### config.mk
export PLATFORM = sky130hd
export DESIGN_NAME = shifter
export DESIGN_NICKNAME = d
export VERILOG_FILES = /design/src/rtl/shifter.sv
export SDC_FILE = /design/constraint.sdc
export NUM_CORES = 1
export LEC_CHECK = 0
export CAP_MARGIN = 20
export CORE_AREA = 4 4 41 43
export DETAILED_ROUTE_END_ITERATION = 10
export DIE_AREA = 0 0 45 47
export PLACE_DENSITY = 0.59
export SETUP_SLACK_MARGIN = 0.4
export SYNTH_ARGS = -nofsm -noshare
export SYNTH_HDL_FRONTEND = slang
export SYNTH_SLANG_ARGS = --single-unit
export TNS_END_PERCENT = 1
### constraint.sdc
create_clock -name vclk -period 1.9
set_input_delay 0.19 -clock vclk [all_inputs]
set_output_delay 0.19 -clock vclk [all_outputs]
set_load 0.01 [all_outputs]
### src/rtl/shifter.sv
// Partial-product aligner: places an 8-bit product at bit offset 0, 4 or 8 of a 16-bit word.
// Define SHIFTER_OUT_REG_EN to add a 16-bit output register (one cycle latency, async clear).
module shifter (
    input  logic        clk,
    input  logic        reset_a,
    input  logic [7:0]  inp,
    input  logic [1:0]  shift_cntrl,
    output logic [15:0] shift_out
);

    logic [15:0] shift_d;

    always_comb begin
        shift_d = {8'h00, inp};
        case (shift_cntrl)
            2'b01:   shift_d = {4'h0, inp, 4'h0};
            2'b10:   shift_d = {inp, 8'h00};
            // 2'b11 is reserved and aliases to no shift, as does any unknown code.
            default: shift_d = {8'h00, inp};
        endcase
    end

`ifdef SHIFTER_OUT_REG_EN
    logic [15:0] shift_q;

    always_ff @(posedge clk or posedge reset_a) begin
        if (reset_a) begin
            shift_q <= 16'h0000;
        end else begin
            shift_q <= shift_d;
        end
    end

    assign shift_out = shift_q;
`else
    // Clock and reset are kept on the port list so both builds are pin-compatible.
    logic unused_clk_rst;
    assign unused_clk_rst = &{1'b0, clk, reset_a};

    assign shift_out = shift_d;
`endif

endmodule

==> impl_metrics.tcl, run 1 <==
set metrics [dict create \
    overflow 0 \
    crit_fanout 4 \
    grt_max_degree 9 \
    grt.total_usage_pct 6.53 \
    netlist_area_um2 194 \
    min_period_over_period_pct 77.2 \
    netlist.top_cell.by_area "a22oi_1" \
    initial_utilization_pct 14.9 \
    die-area_mm2 0.00212 \
    synth_compound_area_share_pct 34.2 \
    tns_ns 0 \
    route.antenna.remaining_nets 0 \
    slew_violations 0 \
    layout.nets 72 \
    max_freq_mhz 682 \
    gp_congestion 0.662 \
    synth_mux_area_share_pct 0 \
    area_growth_pct 139 \
    yosys_warnings 0 \
    postCtsHoldBufs 0 \
    yosysSeqAreaShare_pct 0 \
    instances_no_fill 71 \
    grt_setup_unrepaired "yes" \
    power_density_mw_per_mm2 267 \
    synth_xor_area_share_pct 0 \
    portBuffers 26 \
    netlist-cell-type-count 10 \
    rows 13 \
    relSlewSlack_pct 89.6 \
    wl_per_cell_um 10.7 \
    drc 0 \
    drt-pass1-iter-count 3 \
    clkbuf_count 0 \
    wl_um 762 \
    final_layout_size_suffix_gt1_share_pct 48.2 \
    hold_end "shift_out[10]" \
    synth_top_family_by_area "simple AND/OR/NAND/NOR gates" \
    vdd_drop_max_mv 0.0848 \
    die_x_um 45 \
    crit_type "in -> out" \
    startpoint_type "input pin" \
    worstPathArrival_ns 1.28 \
    syn_nets 40 \
    hold_path.class "in -> out" \
    synthCells 26 \
    post_cts_buffers 0 \
    max_cap_violations 0 \
    grt_pass1_wl_mm 1.09 \
    avgViaCountPerCell 4.04 \
    min_path_cells 5 \
    nFlopsAndLatches 0 \
    antenna_found_initial 0 \
    grt_pass1_vias 236 \
    io-pin-count 28 \
    endpoint_kind "primary output" \
    power_w 0.000124 \
    placed_cells 71 \
    antenna_cells 0 \
    fin_hold_ws_ns 1.11 \
    netlist.area_leader.share_pct 15.5 \
    vias 287 \
    dp_hpwl_um 645 \
    synthTopCellsByArea "a22oi_1 15%, and2_2 15%, a22o_1 14%" \
    status "finished, final reports clean" \
    synth.avg_cell_area_um2 7.46 \
    die-height_um 47 \
    core-area_mm2 0.00130 \
    finalCriticalPeriod_ns 1.47 \
    seqCellArea_um2 0 \
    post-route-util_pct 35.7 \
    crit_start "shift_cntrl[0]" \
    tightest_slew_ns 0.156 \
    drt_iter0_drc 3 \
    synthAdderAreaFrac_pct 12.9 \
    hp-start "shift_cntrl[1]" \
    crit_required_ns 1.71 \
    setup_viol 0 \
    hold_viol 0 \
    p_leak_nw 0.240 \
    synth_simple_gate_area_share_pct 43.2 \
]
-- worst max-delay path, stage by stage --
cell and delay (ns):
dlygate4sd2_1 0.25, buf_4 0.13, ha_1 0.20, buf_4 0.16
a22oi_1 0.15, nor2_1 0.06, buf_2 0.14
-- worst max-delay path by stage --
stage	endpoint	slack, ns	cells past startpoint
global route	shift_out[8]	0.37	7
finish	shift_out[8]	0.43	7
floorplan	shift_out[4]	0.76	4
CTS	shift_out[10]	0.44	7
global placement	shift_out[5]	-0.21	6
detailed placement	shift_out[5]	-0.22	6
-- per-stage QoR --
step | worst slack (ns) | instance area (um^2)
2_1_floorplan | 0.757 | 194
4_1_cts | 0.436 | 454
3_3_place_gp | -0.212 | 499
5_1_grt | 0.374 | 464
3_5_place_dp | -0.224 | 499
6_report | 0.434 | 464
-- routing by layer --
| layer | global-route usage, % | wire length (um) | part of all wire, % |
|---|---|---|---|
| met1 | 8.99 | 336 | 44 |
| met2 | 11.3 | 329 | 43 |
| met3 | 1.15 | 96 | 13 |
| met4 | 0 | 0 | 0 |
| met5 | 0 | 0 | 0 |
-- cell type report --
class | instances | area [um^2]
well taps | 15 | 18.8
multi-input cells | 23 | 198
inverters | 2 | 7.51
fillers | 153 | 837
repair buffers | 31 | 240
-- cells by family (layout without fill, tap and decap cells) --
kind of cell               Yosys count  in the layout
and+or+nand+nor                     13             13
AOI/OAI and AO/OA                    8              8
buffers and inverters                3             33
adders and majority gates            2              2
-- report_power, final --
part           total, W  internal, W  switching (W)
Sequential            0            0              0
Combinational  0.000124    0.0000717      0.0000521
Clock                 0            0              0
Total          0.000124    0.0000717      0.0000521
-- cell usage in the layout, fill, tap and decap left out, types with 2 or more instances in the layout --
master	instances
a22oi_2	2
a22oi_1	2
clkdlybuf4s50_1	8
nor2_1	4
buf_2	11
and2_1	4
a22o_1	3
dlygate4sd2_1	6
and2_2	4
buf_4	4
-- synth_stat cells --
| cell | number |
|---|---|
| a22oi_1 | 4 |
| and2_2 | 4 |
| and2_1 | 4 |
| ha_1 | 2 |
| a22o_2 | 1 |
| inv_1 | 2 |
| a22o_1 | 3 |
| buf_6 | 1 |
| nor2_1 | 4 |
| nor2b_4 | 1 |
-- what timing repair did --
item / CTS / global route
pin swaps: 1 / 0
setup endpoints to repair: 16 / 4
gates resized for setup: 56 / 2
Power figures use the tool's default switching activity.
==> run 2, diff against run 1 <==
- PLACE_DENSITY: 0.59 -> 0.61
- clock period: 1.9 -> 1.3 ns (I/O delays scaled with it)
==> impl_metrics.tcl, run 2 (synthesized netlist as in run 1, its figures left out) <==
set metrics [dict create \
    status "finished, final reports clean" \
    relSlewSlack_pct 89.7 \
    drt-pass1-iter-count 1 \
    hp-start "inp[1]" \
    overflow 0 \
    crit_type "in -> out" \
    core-area_mm2 0.00130 \
    hold_viol 0 \
    crit_fanout 5 \
    io-pin-count 28 \
    die-area_mm2 0.00212 \
    endpoint_kind "primary output" \
    max_freq_mhz 907 \
    max_cap_violations 0 \
    power_w 0.000200 \
    portBuffers 26 \
    rows 13 \
    grt_pass1_wl_mm 1.13 \
    wl_per_cell_um 11.1 \
    p_leak_nw 0.266 \
    clkbuf_count 0 \
    startpoint_type "input pin" \
    vdd_drop_max_mv 0.169 \
    hold_path.class "in -> out" \
    layout_commonest_cell "buf_2" \
    layout.nets 73 \
    die-height_um 47 \
    dp_hpwl_um 601 \
    placed_area_um2 497 \
    grt_pass1_vias 259 \
    initial_utilization_pct 14.9 \
    wl_um 798 \
    grt_max_degree 9 \
    worstPathArrival_ns 0.97 \
    vias 307 \
    hold_end "shift_out[5]" \
    drc 0 \
    post-place-ws_ns -0.621 \
    postCtsHoldBufs 0 \
    seqCellArea_um2 0 \
    antenna_found_initial 0 \
    slew_violations 0 \
    grt_setup_unrepaired "yes" \
    crit_required_ns 1.17 \
    tightest_slew_ns 0.154 \
    setup_viol 0 \
    avgViaCountPerCell 4.26 \
    nFlopsAndLatches 0 \
    power_density_mw_per_mm2 387 \
    min_period_over_period_pct 84.8 \
    grt.total_usage_pct 6.77 \
    final_layout_size_suffix_gt1_share_pct 61.4 \
    finalCriticalPeriod_ns 1.10 \
    drt_iter0_drc 0 \
    nFillCells 149 \
    gp_congestion 0.700 \
    tns_ns 0 \
    min_path_cells 3 \
    design_area_um2 517 \
    finalWorstSetupSlack_ns 0.197 \
    die_x_um 45 \
    area_growth_pct 166 \
    antenna_cells 0 \
    route.antenna.remaining_nets 0 \
]
[run 2: worst max path at each step]
stage               slack (ns)            from             to
finish                    0.20  shift_cntrl[1]   shift_out[4]
floorplan                 0.41  shift_cntrl[0]   shift_out[4]
detailed placement       -0.62  shift_cntrl[1]  shift_out[10]
global placement         -0.60  shift_cntrl[1]   shift_out[5]
global route              0.17  shift_cntrl[0]   shift_out[4]
CTS                       0.20  shift_cntrl[0]   shift_out[5]
[run 2: where the power goes]
group	internal (W)	total [W]	switching [W]
logic	0.000117	0.000200	0.0000830
registers	0	0	0
clock network	0	0	0
total	0.000117	0.000200	0.0000830
[run 2: worst max-delay path, stage by stage]
cell	delay (ns)
buf_6	0.10
ha_4	0.26
buf_6	0.13
a22o_1	0.22
buf_2	0.13
[run 2: repair_timing]
action                                  4_1_cts  5_1_grt
resized for setup                            80        9
cloned                                        0        0
endpoints found under the setup margin       16       16
pin swaps                                     2        3
buffers inserted                              3        0
[run 2: area by class of cell]
type / count / area [um^2] / share of cell area (%)
Timing Repair Buffer: 32 / 270 / 52.3
Multi-Input combinational cell: 23 / 218 / 42.1
Inverter: 2 / 10.0 / 1.94
Tap cell: 15 / 18.8 / 3.63
[run 2: per-layer routing]
metal	wire (um)	up-vias	track usage [%]
met5	0	-	0
met4	0	0	0
met3	103	0	0.766
met2	353	17	12.1
met1	341	136	9.21
li1	-	154	-
[run 2: through the flow]
stage	util, %	hold WS [ns]	std cells
final	39.7	0.637	72
after global routing	39.7	0.684	72
after CTS	36.4	0.730	72
after detailed placement	38.2	1.32	69
after global placement	38.2	1.32	69
after floorplan	-	0.395	26
